File: config.mk
export PLATFORM = sky130hd
export DESIGN_NAME = axi_adc_jesd204_pnmon
export DESIGN_NICKNAME = d
export VERILOG_FILES = /design/src/rtl/axi_adc_jesd204_pkg.sv /design/src/rtl/axi_adc_jesd204_pn_pred.sv /design/src/rtl/axi_adc_jesd204_pnmon.sv
export SDC_FILE = /design/constraint.sdc
export NUM_CORES = 1
export LEC_CHECK = 0
export ABC_CLOCK_PERIOD_IN_PS = 9010
export BUFFER_PORTS_ARGS = -buffer_cell sky130_fd_sc_hd__buf_2
export CORE_ASPECT_RATIO = 0.75
export CORE_MARGIN = 8
export CORE_UTILIZATION = 46
export DETAILED_ROUTE_END_ITERATION = 8
export PLACE_DENSITY = 0.75
export SETUP_SLACK_MARGIN = 0.3
export SLEW_MARGIN = 5
export SYNTH_ARGS = -nofsm -noshare
export SYNTH_HDL_FRONTEND = slang
export SYNTH_SLANG_ARGS = --single-unit
File: constraint.sdc
create_clock -name adc_clk -period 9.01 [get_ports adc_clk]
set_input_delay 1.802 -clock adc_clk [delete_from_list [all_inputs] [get_ports adc_clk]]
set_output_delay 1.802 -clock adc_clk [all_outputs]
set_load 0.1 [all_outputs]
File: src/rtl/axi_adc_jesd204_pkg.sv
// Shared PN pattern definitions for the JESD204 ADC monitor and the DAC pattern source.
// Beats are packed 16 bits per sample; serial order is s0[15]..s0[0], s1[15].., sample 0 first.
package axi_adc_jesd204_pkg;

    localparam logic [3:0] PNSEQ_PN9  = 4'd0;
    localparam logic [3:0] PNSEQ_PN23 = 4'd1;

    localparam int PN9_TAP_A  = 9;
    localparam int PN9_TAP_B  = 5;
    localparam int PN23_TAP_A = 23;
    localparam int PN23_TAP_B = 18;

    localparam int PN_HIST_W  = 23;
    localparam int MAX_BEAT_W = 128;

    typedef logic [MAX_BEAT_W-1:0] beat_t;
    typedef logic [PN_HIST_W-1:0]  hist_t;

    typedef enum logic {
        ST_OOS  = 1'b0,
        ST_SYNC = 1'b1
    } pnmon_state_t;

    function automatic logic [6:0] serial_pos(int k);
        return 7'(16 * (k / 16) + 15 - (k % 16));
    endfunction

    // History bit 0 is the most recent serial bit.
    function automatic hist_t pn_hist_push(hist_t hist, beat_t beat, int width);
        hist_t h;
        h = hist;
        for (int k = 0; k < MAX_BEAT_W; k++) begin
            if (k < width) begin
                h = {h[PN_HIST_W-2:0], beat[serial_pos(k)]};
            end
        end
        return h;
    endfunction

    function automatic beat_t pn_extend(hist_t src, int width, int tap_a, int tap_b);
        hist_t      h;
        beat_t      r;
        logic       nb;
        logic [4:0] ia;
        logic [4:0] ib;
        h  = src;
        r  = '0;
        ia = 5'(tap_a - 1);
        ib = 5'(tap_b - 1);
        for (int k = 0; k < MAX_BEAT_W; k++) begin
            if (k < width) begin
                nb                 = h[ia] ^ h[ib];
                r[serial_pos(k)]   = nb;
                h                  = {h[PN_HIST_W-2:0], nb};
            end
        end
        return r;
    endfunction

    function automatic beat_t pn9_next(hist_t src, int width);
        return pn_extend(src, width, PN9_TAP_A, PN9_TAP_B);
    endfunction

    function automatic beat_t pn23_next(hist_t src, int width);
        return pn_extend(src, width, PN23_TAP_A, PN23_TAP_B);
    endfunction

endpackage

File: src/rtl/axi_adc_jesd204_pn_pred.sv
// Registered PN predictor: holds the expected value of the next valid beat.
// Learns from received data while unlocked, free-runs on its own prediction while locked.
module axi_adc_jesd204_pn_pred
    import axi_adc_jesd204_pkg::*;
#(
    parameter int DATA_PATH_WIDTH = 4
) (
    input  logic                          clk_i,
    input  logic                          rst_i,
    input  logic                          valid_i,
    input  logic                          reseed_i,
    input  logic                          use_pred_i,
    input  logic [3:0]                    sel_i,
    input  logic [16*DATA_PATH_WIDTH-1:0] data_i,
    output beat_t                         pred_o,
    output logic                          seeded_o
);

    localparam int W = 16 * DATA_PATH_WIDTH;

    hist_t hist_q, hist_d;
    beat_t pred_q, pred_d;
    logic  seeded_q, seeded_d;
    beat_t src_ext;

    always_comb begin
        hist_d   = hist_q;
        pred_d   = pred_q;
        seeded_d = seeded_q;
        src_ext  = '0;
        if (reseed_i) begin
            seeded_d = 1'b0;
        end
        if (valid_i) begin
            // A beat arriving with a reseed request becomes the new seed.
            if (reseed_i || !seeded_q || !use_pred_i) begin
                src_ext = beat_t'(data_i);
            end else begin
                src_ext = pred_q;
            end
            hist_d   = pn_hist_push(hist_q, src_ext, W);
            pred_d   = (sel_i == PNSEQ_PN23) ? pn23_next(hist_d, W) : pn9_next(hist_d, W);
            seeded_d = 1'b1;
        end
    end

    always_ff @(posedge clk_i or posedge rst_i) begin
        if (rst_i) begin
            hist_q   <= '0;
            pred_q   <= '0;
            seeded_q <= 1'b0;
        end else begin
            hist_q   <= hist_d;
            pred_q   <= pred_d;
            seeded_q <= seeded_d;
        end
    end

    assign pred_o   = pred_q;
    assign seeded_o = seeded_q;

endmodule

File: src/rtl/axi_adc_jesd204_pnmon.sv
// PN9/PN23 receive monitor for one JESD204 ADC channel: two-stage pipeline,
// lock FSM with hysteresis counter, and a saturating error counter.
module axi_adc_jesd204_pnmon
    import axi_adc_jesd204_pkg::*;
#(
    parameter int DATA_PATH_WIDTH = 4,
    parameter int OOS_THRESHOLD   = 16
) (
    input  logic                          adc_clk,
    input  logic                          adc_rst,
    input  logic                          adc_valid,
    input  logic [16*DATA_PATH_WIDTH-1:0] adc_data,
    input  logic [3:0]                    adc_pnseq_sel,
    input  logic                          adc_pn_err_clr,
    output logic                          adc_pn_oos,
    output logic                          adc_pn_err,
    output logic [15:0]                   adc_pn_err_cnt
);

    localparam int         W   = 16 * DATA_PATH_WIDTH;
    localparam logic [8:0] TH9 = 9'(OOS_THRESHOLD);

    logic [3:0]    sel_q;
    logic          sel_chg;
    logic          sel_rsvd;
    logic          reseed;
    logic          oos_entry;
    beat_t         pred_beat;
    logic          seeded;

    logic [W-1:0]  data_s1_q;
    beat_t         pred_s1_q;
    logic          cmp_s1_q;

    pnmon_state_t  state_q, state_d;
    logic [7:0]    cnt_q, cnt_d;
    logic          oos_q;
    logic          err_q, err_d;
    logic [15:0]   err_cnt_q, err_cnt_d;
    logic          beat_match;
    logic          cnt_hit;

    assign sel_chg  = (adc_pnseq_sel != sel_q);
    assign sel_rsvd = (adc_pnseq_sel != PNSEQ_PN9) && (adc_pnseq_sel != PNSEQ_PN23);
    assign reseed   = sel_chg | sel_rsvd | oos_entry;

    axi_adc_jesd204_pn_pred #(
        .DATA_PATH_WIDTH(DATA_PATH_WIDTH)
    ) u_pred (
        .clk_i      (adc_clk),
        .rst_i      (adc_rst),
        .valid_i    (adc_valid),
        .reseed_i   (reseed),
        .use_pred_i (state_q == ST_SYNC),
        .sel_i      (adc_pnseq_sel),
        .data_i     (adc_data),
        .pred_o     (pred_beat),
        .seeded_o   (seeded)
    );

    // All-zero beats never match so idle links cannot lock.
    assign beat_match = (beat_t'(data_s1_q) == pred_s1_q) && (|data_s1_q);
    assign cnt_hit    = (({1'b0, cnt_q} + 9'd1) == TH9);

    always_comb begin
        state_d   = state_q;
        cnt_d     = cnt_q;
        err_d     = 1'b0;
        err_cnt_d = err_cnt_q;
        oos_entry = 1'b0;
        if (sel_chg || sel_rsvd) begin
            state_d = ST_OOS;
            cnt_d   = '0;
        end else if (cmp_s1_q) begin
            unique case (state_q)
                ST_OOS: begin
                    if (!beat_match) begin
                        cnt_d = '0;
                    end else if (cnt_hit) begin
                        state_d = ST_SYNC;
                        cnt_d   = '0;
                    end else begin
                        cnt_d = cnt_q + 8'd1;
                    end
                end
                ST_SYNC: begin
                    if (beat_match) begin
                        cnt_d = '0;
                    end else begin
                        err_d = 1'b1;
                        if (cnt_hit) begin
                            state_d   = ST_OOS;
                            cnt_d     = '0;
                            oos_entry = 1'b1;
                        end else begin
                            cnt_d = cnt_q + 8'd1;
                        end
                    end
                end
                default: ;
            endcase
        end
        if (err_d && (err_cnt_q != 16'hFFFF)) begin
            err_cnt_d = err_cnt_q + 16'd1;
        end
        if (adc_pn_err_clr) begin
            err_cnt_d = '0;
        end
    end

    always_ff @(posedge adc_clk or posedge adc_rst) begin
        if (adc_rst) begin
            sel_q     <= PNSEQ_PN9;
            data_s1_q <= '0;
            pred_s1_q <= '0;
            cmp_s1_q  <= 1'b0;
            state_q   <= ST_OOS;
            cnt_q     <= '0;
            oos_q     <= 1'b1;
            err_q     <= 1'b0;
            err_cnt_q <= '0;
        end else begin
            sel_q     <= adc_pnseq_sel;
            data_s1_q <= adc_data;
            pred_s1_q <= pred_beat;
            cmp_s1_q  <= adc_valid & seeded & ~reseed;
            state_q   <= state_d;
            cnt_q     <= cnt_d;
            oos_q     <= (state_d == ST_OOS);
            err_q     <= err_d;
            err_cnt_q <= err_cnt_d;
        end
    end

    assign adc_pn_oos     = oos_q;
    assign adc_pn_err     = err_q;
    assign adc_pn_err_cnt = err_cnt_q;

endmodule

==> impl_metrics.env, run 1 <==
export IMPL_outcome="finished, final reports clean"
export IMPL_period_needed_ns=4.44
export IMPL_via_count=8629
export IMPL_postCtsSetupRepairBufs=0
export IMPL_post_synthesis_cell_type_with_the_largest_combined_area="sky130_fd_sc_hd__dfrtp_1"
export IMPL_ys_async_sr_fraction_pct=100
export IMPL_cp_required_ns=9.42
export IMPL_initialDrtViolationCount=1045
export IMPL_cts_sink_count=225
export IMPL_top_family_by_delay_on_critical_path="simple AND/OR/NAND/NOR gates"
export IMPL_fmax_ghz=0.225
export IMPL_synth_compound_area_share_pct=6.96
export IMPL_numCtsBuffers=23
export IMPL_holdBufCountCts=0
export IMPL_crit_cells=11
export IMPL_post_synth_cell_area_avg_um2=11.0
export IMPL_cts_tree="built"
export IMPL_finalNetCount=1218
export IMPL_setup_viol_count_final=0
export IMPL_critPathLaunchType="input pin"
export IMPL_grt_first_pass_wirelength_um=53500
export IMPL_cellLeakagePower_nw=5.91
export IMPL_logic_depth_of_the_worst_register_to_register_path=10
export IMPL_synth_top_cells_by_area="sky130_fd_sc_hd__dfrtp_1 47%, sky130_fd_sc_hd__xor2_1 12%, sky130_fd_sc_hd__xnor2_1 9.5%, sky130_fd_sc_hd__mux2i_1 4.4%, sky130_fd_sc_hd__nor2_1 3.0%"
export IMPL_post_dp_hpwl_um=25300
export IMPL_gpl_final_weighted_congestion=0.925
export IMPL_ys_dominant_reg_cell="sky130_fd_sc_hd__dfrtp_1"
export IMPL_startpoint="adc_pnseq_sel[0]"
export IMPL_cts_max_path_buffers=3
export IMPL_finalWorstSetupSlack_ns=4.57
export IMPL_holdCritPathClass="flop to flop"
export IMPL_max_slew_margin_pct=13.0
export IMPL_detailedRoute_firstPassIterationCount=5
export IMPL_critical_path_max_stage_delay_ns=0.73
export IMPL_postSynthCellCount=1080
export IMPL_synthesis_area_um2=11900
export IMPL_final_setup_skew_ns=0.0184
export IMPL_power_ir_vdd_worst_mv=0.177
export IMPL_cpMostUsedCell="sky130_fd_sc_hd__and3_1"
export IMPL_cts_repair_resized=0
export IMPL_post_layout_nonfiller_instances=1507
export IMPL_criticalPathCategory="input pin to flop"
export IMPL_worst_skew_pair_late_latency_ns=0.53
export IMPL_cp_end_kind="flop"
export IMPL_cts_clk_slew_worst_paths_ns=0.07
export IMPL_crit_reg2reg_capture="u_pred.pred_o[60]$_DFFE_PP0P_"
export IMPL_synth_yosys_seq_area_share_pct=47.4
export IMPL_number_of_antenna_violations_at_the_first_check_in_global_routing=3
export IMPL_pin_count=90
export IMPL_tightest_slew_ns=1.30
export IMPL_area_growth_synth_to_final_pct=12.0
export IMPL_core_rowCount=51
export IMPL_synth_net_count=1154
export IMPL_critical_path_n_buffers_inverters=2
export IMPL_synth_simple_area_share_pct=11.1
export IMPL_cts_max_level=1
export IMPL_clock_root_buffer="sky130_fd_sc_hd__clkbuf_16"
export IMPL_route_detailed_vias_per_inst=5.73
export IMPL_globalRouteOverflowTotal=0
export IMPL_post_synth_fa_ha_maj_area_fraction_pct=0.211
export IMPL_final_antenna_violating_net_count=0
export IMPL_pre_cts_slack_ns=4.04
export IMPL_yosys_mux_area_fraction_pct=8.62
export IMPL_post_route_period_util_pct=49.3
export IMPL_grt_pass1_vias=8603
export IMPL_slew_limit_fails=0
export IMPL_cp_max_fo=49
export IMPL_die_height_um=155
export IMPL_yosysTopAreaCellShare_pct=47.2
export IMPL_avg_wl_per_cell_um=23.4
export IMPL_edff_count_synth=0
export IMPL_max_cap_violations=0
export IMPL_unrepaired_setup_endpoints_after_global_routing="false"
export IMPL_synth_xor_area_share_pct=22.3
export IMPL_fill_cells=2236
export IMPL_buffer_ports_inserted=89
export IMPL_drt_wl_total_um=35200
export IMPL_yosys_warnings=0
export IMPL_worst_r2r_startpoint="data_s1_q[8]$_DFF_PP0_"
export IMPL_totalPowerFinal_mw=3.86
export IMPL_numPlacedInstances=1463
export IMPL_post_synth_num_cell_types=59
export IMPL_reg2reg_slack_ns=4.98
export IMPL_groute_usage_overall_pct=22.1
export IMPL_chip_width_um=202
export IMPL_initial_utilization_pct=46.3
export IMPL_cp_slowest_cell="sky130_fd_sc_hd__buf_4"
export IMPL_cp_cell_sequence="buf_2, xnor2_1, and3_1, and3_1, and2_1, a31oi_4, buf_4, mux2i_2, xor2_1, nor3_1, or3_1"
export IMPL_report_final_hold_viol_count=0
export IMPL_power_per_cell_area_nw_per_um2=290
export IMPL_setup_tns_final_ns=0
export IMPL_grt_max_degree=101
export IMPL_dominant_combinational_cell_family_by_area_after_synthesis="XOR/XNOR gates"
export IMPL_total_die_area_um2=31300
export IMPL_worst_endpoint_arrival_ns=4.85
export IMPL_final_layout_size_suffix_gt1_share_pct=15.9
export IMPL_area_of_the_core_um2=25700
export IMPL_ys_seq_elements=225
export IMPL_number_of_drc_violations_after_detailed_routing=0
export IMPL_setup_worst_path_end="u_pred.pred_o[60]$_DFFE_PP0P_"
## placed cells by master, fill, tap and decap left out, types with 12 or more instances in the layout
| master | count |
|---|---|
| sky130_fd_sc_hd__a221o_1 | 15 |
| sky130_fd_sc_hd__mux2i_2 | 12 |
| sky130_fd_sc_hd__xor2_1 | 157 |
| sky130_fd_sc_hd__o21ai_0 | 23 |
| sky130_fd_sc_hd__a21oi_1 | 32 |
| sky130_fd_sc_hd__inv_1 | 21 |
| sky130_fd_sc_hd__clkbuf_16 | 23 |
| sky130_fd_sc_hd__mux2i_1 | 52 |
| sky130_fd_sc_hd__xnor2_1 | 129 |
| sky130_fd_sc_hd__nor2_1 | 95 |
| sky130_fd_sc_hd__nand2_1 | 56 |
| sky130_fd_sc_hd__dfrtp_1 | 224 |
| sky130_fd_sc_hd__nor4_1 | 48 |
| sky130_fd_sc_hd__buf_2 | 89 |
## registers in the layout, summed over array words and instances (netlist names), 4 cells and up
name            flops
u_pred.pred_o      64
pred_s1_q          64
adc_pn_err_cnt     16
data_s1_q          64
sel_q               4
cnt_q               8
## layout make-up
cell class              instances  area [um2]  area share, %
diodes                          2        5.00         0.0376
clock buffers                  38         712           5.35
clock inverters                 4        77.6          0.583
inverters                      22        90.1          0.677
multi-input cells             774        5850           44.0
flip-flops and latches        225        5630           42.3
well taps                     344         430           3.23
repair buffers                 98         513           3.85
## metal layers
| metal | share of wire [%] | track usage [%] | vias to the layer above |
|---|---|---|---|
| met4 | 3.4 | 7.98 | 2 |
| met3 | 10 | 5.76 | 79 |
| met5 | 0.034 | 0 | - |
| met2 | 42 | 31.6 | 453 |
| met1 | 44 | 31.9 | 4286 |
| li1 | - | - | 3809 |
## cell usage after synthesis (all sizes together), types with 6 or more instances
cell type	instances
a21oi	35
a221o	15
a31oi	7
and3	8
buf	32
clkbuf	27
dfrtp	224
inv	22
mux2	12
mux2i	73
nand2	56
nand3	11
nand4	11
nor2	95
nor3	12
nor4	50
o211ai	6
o21ai	31
or4	8
xnor2	134
xor2	161
## through the flow
step / area, um2 / utilization [%] / hold WS (ns)
floorplan: 11900 / - / 0.349
global route: 13300 / 51.9 / 0.380
detailed placement: 12500 / 48.8 / 0.364
finish: 13300 / 51.9 / 0.377
global placement: 12500 / 48.8 / 0.360
CTS: 13300 / 51.9 / 0.378
## power breakdown
group          switching, mW  total [mW]  internal, mW
Combinational          0.801        1.41         0.608
Clock                  0.402       0.998         0.597
Sequential             0.263        1.45          1.19
## worst min path at each step
stage	cells past startpoint	endpoint	slack, ns	startpoint
6_report	0	pred_s1_q[17]$_DFF_PP0_	0.38	u_pred.pred_o[17]$_DFFE_PP0P_
5_1_grt	0	pred_s1_q[1]$_DFF_PP0_	0.38	u_pred.pred_o[1]$_DFFE_PP0P_
4_1_cts	0	pred_s1_q[17]$_DFF_PP0_	0.38	u_pred.pred_o[17]$_DFFE_PP0P_
3_5_place_dp	0	pred_s1_q[15]$_DFF_PP0_	0.36	u_pred.pred_o[15]$_DFFE_PP0P_
3_3_place_gp	0	pred_s1_q[26]$_DFF_PP0_	0.36	u_pred.pred_o[26]$_DFFE_PP0P_
2_1_floorplan	0	pred_s1_q[48]$_DFF_PP0_	0.35	u_pred.pred_o[48]$_DFFE_PP0P_
## kinds of logic (layout without fill, tap and decap cells)
logic type      count (synthesis)  after routing
xor+xnor                      295            295
simple gates                  270            270
flops                         225            225
compound gates                122            122
mux                            85             85
buf+inv                        81            162
fa+ha+maj                       2              2
other cells                     0              2
No activity file was read; power rests on OpenSTA's default activity.
==> inputs of run 2 (changes only) <==
- ABC_CLOCK_PERIOD_IN_PS: 9010 -> 3700
- PLACE_DENSITY: 0.75 -> 0.77
- clock period: 9.01 -> 3.7 ns (I/O delays scaled with it)
==> run 2 against run 1 <==
  * Die area unchanged
  * Clock power rose to 2.7 times the previous value
  * Sequential power increased by 140%
  * Via count grew 2.8%
  * Combinational power increased to 2.7 times the previous value
  * Clock skew shrank 0.0062 ns
  * Utilization is 1.9 points higher
  * Critical path depth is the same
  * Largest power group is now combinational cells
  * Setup slack worse by 4.1 ns
  * Cell count up 1.8%
  * Flip-flop and latch count is the same
==> impl_metrics.env, run 2 (same netlist as run 1, synthesis figures left out) <==
export IMPL_area_of_the_core_um2=25700
export IMPL_cts_max_path_buffers=3
export IMPL_cts_clk_slew_worst_paths_ns=0.06
export IMPL_tightest_slew_ns=1.08
export IMPL_finalNetCount=1247
export IMPL_cp_end_kind="flop"
export IMPL_clock_root_buffer="sky130_fd_sc_hd__clkbuf_16"
export IMPL_setup_viol_count_final=0
export IMPL_n_antenna_cell=0
export IMPL_final_antenna_violating_net_count=0
export IMPL_cts_max_level=1
export IMPL_route_detailed_vias_per_inst=5.78
export IMPL_top_family_by_delay_on_critical_path="simple AND/OR/NAND/NOR gates"
export IMPL_holdBufCountCts=0
export IMPL_outcome="finished, final reports clean"
export IMPL_final_layout_size_suffix_gt1_share_pct=19.4
export IMPL_avg_wl_per_cell_um=24.4
export IMPL_logic_depth_of_the_worst_register_to_register_path=11
export IMPL_fmax_ghz=0.306
export IMPL_worst_r2r_startpoint="data_s1_q[2]$_DFF_PP0_"
export IMPL_cp_max_fo=18
export IMPL_chip_width_um=202
export IMPL_cpMostUsedCell="sky130_fd_sc_hd__nor4_4"
export IMPL_crit_cells=11
export IMPL_via_count=8874
export IMPL_area_growth_synth_to_final_pct=16.1
export IMPL_cts_sink_count=225
export IMPL_worst_endpoint_arrival_ns=3.69
export IMPL_worst_skew_pair_late_latency_ns=0.53
export IMPL_post_route_period_util_pct=88.4
export IMPL_power_per_cell_area_nw_per_um2=719
export IMPL_report_final_hold_viol_count=0
export IMPL_startpoint="data_s1_q[2]$_DFF_PP0_"
export IMPL_cp_cell_sequence="nor4_2, nand4_1, nor4_4, nor4_4, a31oi_4, buf_12, buf_4, mux2i_2, xor2_1, a32oi_1, o311ai_1"
export IMPL_cp_required_ns=4.12
export IMPL_post_route_util_pct=53.8
export IMPL_total_die_area_um2=31300
export IMPL_groute_usage_overall_pct=23.6
export IMPL_crit_reg2reg_capture="u_pred.pred_o[43]$_DFFE_PP0P_"
export IMPL_critical_path_max_stage_delay_ns=0.42
export IMPL_cellLeakagePower_nw=6.15
export IMPL_layout_cells_most_common_list="224 x sky130_fd_sc_hd__dfrtp_1, 157 x sky130_fd_sc_hd__xor2_1, 129 x sky130_fd_sc_hd__xnor2_1"
export IMPL_detailedRoute_firstPassIterationCount=5
export IMPL_cts_tree="built"
export IMPL_critical_path_n_buffers_inverters=2
export IMPL_slew_limit_fails=0
export IMPL_post_dp_hpwl_um=27900
export IMPL_pin_count=90
export IMPL_criticalPathCategory="flop to flop"
export IMPL_setup_tns_final_ns=0
export IMPL_numCtsBuffers=23
export IMPL_critPathLaunchType="flop"
export IMPL_initialDrtViolationCount=1152
export IMPL_grt_first_pass_wirelength_um=56700
export IMPL_gpl_final_weighted_congestion=1.02
export IMPL_period_needed_ns=3.27
export IMPL_initial_utilization_pct=46.3
export IMPL_cp_slowest_cell="sky130_fd_sc_hd__dfrtp_1"
export IMPL_number_of_antenna_violations_at_the_first_check_in_global_routing=1
export IMPL_globalRouteOverflowTotal=0
export IMPL_reg2reg_slack_ns=0.43
export IMPL_grt_pass1_vias=8902
export IMPL_buffer_ports_inserted=89
export IMPL_power_ir_vdd_worst_mv=0.463
export IMPL_number_of_drc_violations_after_detailed_routing=0
export IMPL_grt_max_degree=80
export IMPL_max_cap_violations=0
export IMPL_die_height_um=155
export IMPL_setup_worst_path_end="u_pred.pred_o[43]$_DFFE_PP0P_"
export IMPL_unrepaired_setup_endpoints_after_global_routing="true"
export IMPL_holdCritPathClass="input pin to flop"
export IMPL_max_slew_margin_pct=28.0
export IMPL_final_setup_skew_ns=0.0123
export IMPL_core_rowCount=51
export IMPL_mostFrequentLayoutCell="sky130_fd_sc_hd__dfrtp_1"
export IMPL_drt_wl_total_um=37500
## run 2: cell count changes in the layout (fill, tap and decap cells not counted), sizes merged
| cell | before | now |
|---|---|---|
| buf | 98 | 127 |
| bufinv | 2 | 5 |
| clkbuf | 38 | 31 |
| clkinv | 0 | 4 |
| clkinvlp | 0 | 1 |
| diode | 2 | 0 |
| inv | 24 | 23 |
## run 2: worst register-to-register path, stage by stage (launching register included)
cell and delay (ns):
sky130_fd_sc_hd__dfrtp_1 0.42, sky130_fd_sc_hd__nor4_2 0.38, sky130_fd_sc_hd__nand4_1 0.20, sky130_fd_sc_hd__nor4_4 0.38, sky130_fd_sc_hd__nor4_4 0.12, sky130_fd_sc_hd__a31oi_4 0.25
sky130_fd_sc_hd__buf_12 0.22, sky130_fd_sc_hd__buf_4 0.28, sky130_fd_sc_hd__mux2i_2 0.37, sky130_fd_sc_hd__xor2_1 0.27, sky130_fd_sc_hd__a32oi_1 0.14, sky130_fd_sc_hd__o311ai_1 0.14
## run 2: layout make-up
| type | count | area, um2 |
|---|---|---|
| Clock buffer | 31 | 686 |
| Multi-Input combinational cell | 774 | 5940 |
| Timing Repair Buffer | 127 | 818 |
| Inverter | 22 | 86.3 |
| Tap cell | 344 | 430 |
| Sequential cell | 225 | 5630 |
| Fill cell | 2128 | 11900 |
| Clock inverter | 11 | 203 |
## run 2: report_power, final
group | switching [mW] | internal (mW) | total (mW)
Sequential | 0.546 | 2.90 | 3.45
Combinational | 2.17 | 1.63 | 3.80
Clock | 1.01 | 1.66 | 2.68
Total | 3.73 | 6.19 | 9.92
## run 2: what timing repair did
action / in CTS / in global routing
resized for setup: 0 / 14
buffers inserted: 0 / 1
setup endpoints to repair: 0 / 17
## run 2: metrics by stage
step           instance area [um2]  setup WS [ns]  power, mW  hold WS [ns]  instances
6_report                     13800          0.430       9.92         0.316       1534
3_3_place_gp                 12800         0.0572       7.07         0.358       1491
2_1_floorplan                11900         0.0228       6.05         0.349       1080
4_1_cts                      13700          0.308       9.84         0.302       1533
5_1_grt                      13800          0.276       10.3         0.301       1534
3_5_place_dp                 12800          0.103       7.14         0.360       1491
## run 2: routing by layer
layer,part of all wire (%),wire (um),track usage (%),up-vias
li1,-,-,-,3853
met1,42,15900,32.9,4418
met2,42,15800,34.6,508
met3,11,4150,6.65,93
met4,4.4,1670,8.96,2
met5,0.048,18,0,-
## run 2: how the worst min path moves through the flow
stage | startpoint | endpoint | slack (ns) | cells after the start
6_report | adc_data[5] | data_s1_q[5]$_DFF_PP0_ | 0.32 | 1
5_1_grt | adc_data[9] | data_s1_q[9]$_DFF_PP0_ | 0.30 | 1
4_1_cts | adc_data[5] | data_s1_q[5]$_DFF_PP0_ | 0.30 | 1
3_5_place_dp | u_pred.pred_o[6]$_DFFE_PP0P_ | pred_s1_q[6]$_DFF_PP0_ | 0.36 | 0
3_3_place_gp | u_pred.pred_o[6]$_DFFE_PP0P_ | pred_s1_q[6]$_DFF_PP0_ | 0.36 | 0
2_1_floorplan | u_pred.pred_o[48]$_DFFE_PP0P_ | pred_s1_q[48]$_DFF_PP0_ | 0.35 | 0
==> inputs of run 3 (changes only) <==
- ABC_AREA: not set -> 1
- ABC_CLOCK_PERIOD_IN_PS: 3700 -> 2700
- clock period: 3.7 -> 2.7 ns (I/O delays scaled with it)
==> run 3 against run 2 <==
  * The run now ends with setup timing left
  * Combinational power rose by 8.7%
  * Non-clock buffer count rose by 282
  * Critical endpoint is now u_pred.pred_o[40]$_DFFE_PP0P_
  * Critical path depth rose by 19
  * First-iteration DRC count rose by 22%
  * Power rose by 19%
  * Highest routed layer unchanged
  * Sequential power rose by 30%
  * Die area fell by 2.0%
==> impl_metrics.env, run 3 <==
export IMPL_outcome="complete, but fails checks"
export IMPL_failed_checks="setup timing"
export IMPL_setup_viol_count_final=72
export IMPL_synthesis_area_um2=11600
export IMPL_numCtsBuffers=24
export IMPL_worst_skew_pair_late_latency_ns=0.53
export IMPL_n_antenna_cell=0
export IMPL_gpl_final_weighted_congestion=0.972
export IMPL_avg_wl_per_cell_um=21.5
export IMPL_holdBufCountCts=0
export IMPL_post_route_period_util_pct=144
export IMPL_postSynthCellCount=1404
export IMPL_synth_xor_area_share_pct=8.01
export IMPL_max_cap_violations=0
export IMPL_post_synthesis_cell_type_with_the_largest_combined_area="sky130_fd_sc_hd__dfrtp_1"
export IMPL_gr_usage_met2_pct=40.6
export IMPL_tightest_slew_ns=0.586
export IMPL_post_route_util_pct=72.7
export IMPL_power_per_cell_area_nw_per_um2=651
export IMPL_initialDrtViolationCount=1407
export IMPL_area_of_the_core_um2=24900
export IMPL_area_growth_synth_to_final_pct=55.9
export IMPL_route_detailed_vias_per_inst=5.52
export IMPL_power_ir_vdd_worst_mv=0.444
export IMPL_detailedRoute_firstPassIterationCount=6
export IMPL_criticalPathCategory="flop to flop"
export IMPL_cts_sink_count=225
export IMPL_final_setup_skew_ns=0.0112
export IMPL_die_height_um=154
export IMPL_cts_clk_slew_worst_paths_ns=0.06
export IMPL_core_rowCount=50
export IMPL_report_final_hold_viol_count=0
export IMPL_ys_async_sr_fraction_pct=100
export IMPL_cpMostUsedCell="sky130_fd_sc_hd__nand2_1"
export IMPL_globalRouteMet3Util_pct=5.85
export IMPL_post_synth_cell_area_avg_um2=8.28
export IMPL_cp_slowest_cell="sky130_fd_sc_hd__dfrtp_1"
export IMPL_grt_max_degree=80
export IMPL_post_layout_nonfiller_instances=2161
export IMPL_cp_end_kind="flop"
export IMPL_worst_r2r_startpoint="pred_s1_q[58]$_DFF_PP0_"
export IMPL_slew_limit_fails=0
export IMPL_dominant_combinational_cell_family_by_area_after_synthesis="simple AND/OR/NAND/NOR gates"
export IMPL_critPathLaunchType="flop"
export IMPL_globalRouteOverflowTotal=0
export IMPL_final_layout_size_suffix_gt1_share_pct=45.2
export IMPL_synth_simple_area_share_pct=29.3
export IMPL_layout_cells_most_common_list="263 x sky130_fd_sc_hd__nand2_1, 247 x sky130_fd_sc_hd__buf_4, 223 x sky130_fd_sc_hd__dfrtp_1"
export IMPL_cellLeakagePower_nw=8.77
export IMPL_clock_root_buffer="sky130_fd_sc_hd__clkbuf_16"
export IMPL_globalRoute_busiestLayer="met2"
export IMPL_met1_demand_to_capacity_share_in_global_routing_pct=37.4
export IMPL_ys_top_cells_by_count="392 x sky130_fd_sc_hd__nand2_1, 224 x sky130_fd_sc_hd__dfrtp_1, 152 x sky130_fd_sc_hd__nor2_1, 135 x sky130_fd_sc_hd__inv_1, 67 x sky130_fd_sc_hd__nand3_1"
export IMPL_cts_max_path_buffers=3
export IMPL_number_of_antenna_violations_at_the_first_check_in_global_routing=4
export IMPL_reg2reg_slack_ns=-1.20
export IMPL_cp_max_fo=8
export IMPL_chip_width_um=200
export IMPL_grt_first_pass_wirelength_um=63600
export IMPL_final_antenna_violating_net_count=0
export IMPL_finalWorstSetupSlack_ns=-1.20
export IMPL_critical_path_max_stage_delay_ns=0.42
export IMPL_pin_count=90
export IMPL_post_synth_num_cell_types=58
export IMPL_number_of_drc_violations_after_detailed_routing=0
export IMPL_finalInstanceArea_um2=18100
export IMPL_edff_count_synth=0
export IMPL_ys_dominant_reg_cell="sky130_fd_sc_hd__dfrtp_1"
export IMPL_grt_pass1_vias=11088
export IMPL_buffer_ports_inserted=89
export IMPL_synth_yosys_seq_area_share_pct=48.5
export IMPL_crit_reg2reg_capture="u_pred.pred_o[40]$_DFFE_PP0P_"
export IMPL_via_count=11926
export IMPL_initial_utilization_pct=46.7
export IMPL_cts_tree="built"
export IMPL_fmax_ghz=0.257
export IMPL_cts_max_level=1
export IMPL_numPlacedInstances=2027
export IMPL_period_needed_ns=3.90
export IMPL_pre_cts_slack_ns=-1.28
export IMPL_post_dp_hpwl_um=30900
export IMPL_yosysTopAreaCellShare_pct=48.2
export IMPL_totalPowerFinal_mw=11.8
export IMPL_worst_endpoint_arrival_ns=4.32
export IMPL_synth_most_common_cell="sky130_fd_sc_hd__nand2_1"
export IMPL_synth_net_count=1478
export IMPL_yosys_warnings=0
export IMPL_synth_top_cells_by_area="sky130_fd_sc_hd__dfrtp_1 48%, sky130_fd_sc_hd__nand2_1 13%, sky130_fd_sc_hd__nor2_1 4.9%, sky130_fd_sc_hd__inv_1 4.4%, sky130_fd_sc_hd__xor2_1 4.1%"
export IMPL_cp_required_ns=3.12
export IMPL_synth_compound_area_share_pct=7.36
export IMPL_max_slew_margin_pct=60.9
export IMPL_placedInstanceArea_um2=14800
export IMPL_logic_depth_of_the_worst_register_to_register_path=30
export IMPL_groute_usage_overall_pct=27.1
export IMPL_total_die_area_um2=30700
export IMPL_unrepaired_setup_endpoints_after_global_routing="true"
export IMPL_drt_wl_total_um=46400
export IMPL_ys_seq_elements=225
export IMPL_holdCritPathClass="input pin to async pin"
export IMPL_mostFrequentLayoutCell="sky130_fd_sc_hd__nand2_1"
export IMPL_post_synth_fa_ha_maj_area_fraction_pct=0.215
export IMPL_yosys_mux_area_fraction_pct=0.646
export IMPL_finalNetCount=1879
## run 3: through the flow
stage | TNS, ns | hold WS, ns
2_1_floorplan | -190.87 | 0.354
6_report | -54.88 | 0.0159
5_1_grt | -66.46 | 0.0257
4_1_cts | -42.72 | 0.00758
3_5_place_dp | -55.67 | 0.361
3_3_place_gp | -50.79 | 0.357
## run 3: critical path: cells and delay by family, from the launching register on
family	cells	cell delay, ns
DFF	1	0.42
and+or+nand+nor	22	2.17
buffers and inverters	5	0.65
xor gates and xnor gates	3	0.54
## run 3: worst max-delay path by stage
stage / startpoint / slack (ns) / endpoint / cells past startpoint
floorplan: adc_rst / -0.78 / adc_pn_err$_DFF_PP0_ / 1
global placement: pred_s1_q[51]$_DFF_PP0_ / -1.19 / u_pred.pred_o[52]$_DFFE_PP0P_ / 23
detailed placement: pred_s1_q[51]$_DFF_PP0_ / -1.28 / u_pred.pred_o[43]$_DFFE_PP0P_ / 22
CTS: data_s1_q[61]$_DFF_PP0_ / -0.96 / u_pred.pred_o[40]$_DFFE_PP0P_ / 30
global route: pred_s1_q[61]$_DFF_PP0_ / -1.35 / u_pred.pred_o[40]$_DFFE_PP0P_ / 30
finish: pred_s1_q[58]$_DFF_PP0_ / -1.20 / u_pred.pred_o[40]$_DFFE_PP0P_ / 30
## run 3: logic make-up after synthesis
group / count (synthesis)
flops: 225
fa+ha+maj: 2
simple gates: 753
compound gates: 145
xor+xnor: 96
mux: 7
buf+inv: 176
## run 3: area by class of cell
| class | instances | area (um2) |
|---|---|---|
| inverters | 142 | 552 |
| repair buffers | 409 | 3260 |
| clock inverters | 10 | 68.8 |
| clock buffers | 34 | 688 |
| well taps | 338 | 423 |
| fillers | 1637 | 6790 |
| flip-flops and latches | 225 | 5630 |
| multi-input cells | 1003 | 7480 |
## run 3: per-layer routing
layer  vias up  part of all wire, %
met3       170                   11
met2       723                   46
li1       5276                    -
met1      5751                   38
met4         6                  5.4
met5         -                0.088
## run 3: where the power goes
part | leakage, nW | switching, mW | total (mW) | internal, mW
Sequential | 2.70 | 0.566 | 4.47 | 3.90
Clock | 0.380 | 1.41 | 3.19 | 1.79
Combinational | 5.69 | 2.33 | 4.13 | 1.80
## run 3: timing repair
item,in CTS,in global routing
gates cloned,1,0
buffers inserted,38,51
gates resized for setup,140,262
endpoints found under the setup margin,77,85
pin swaps,81,115
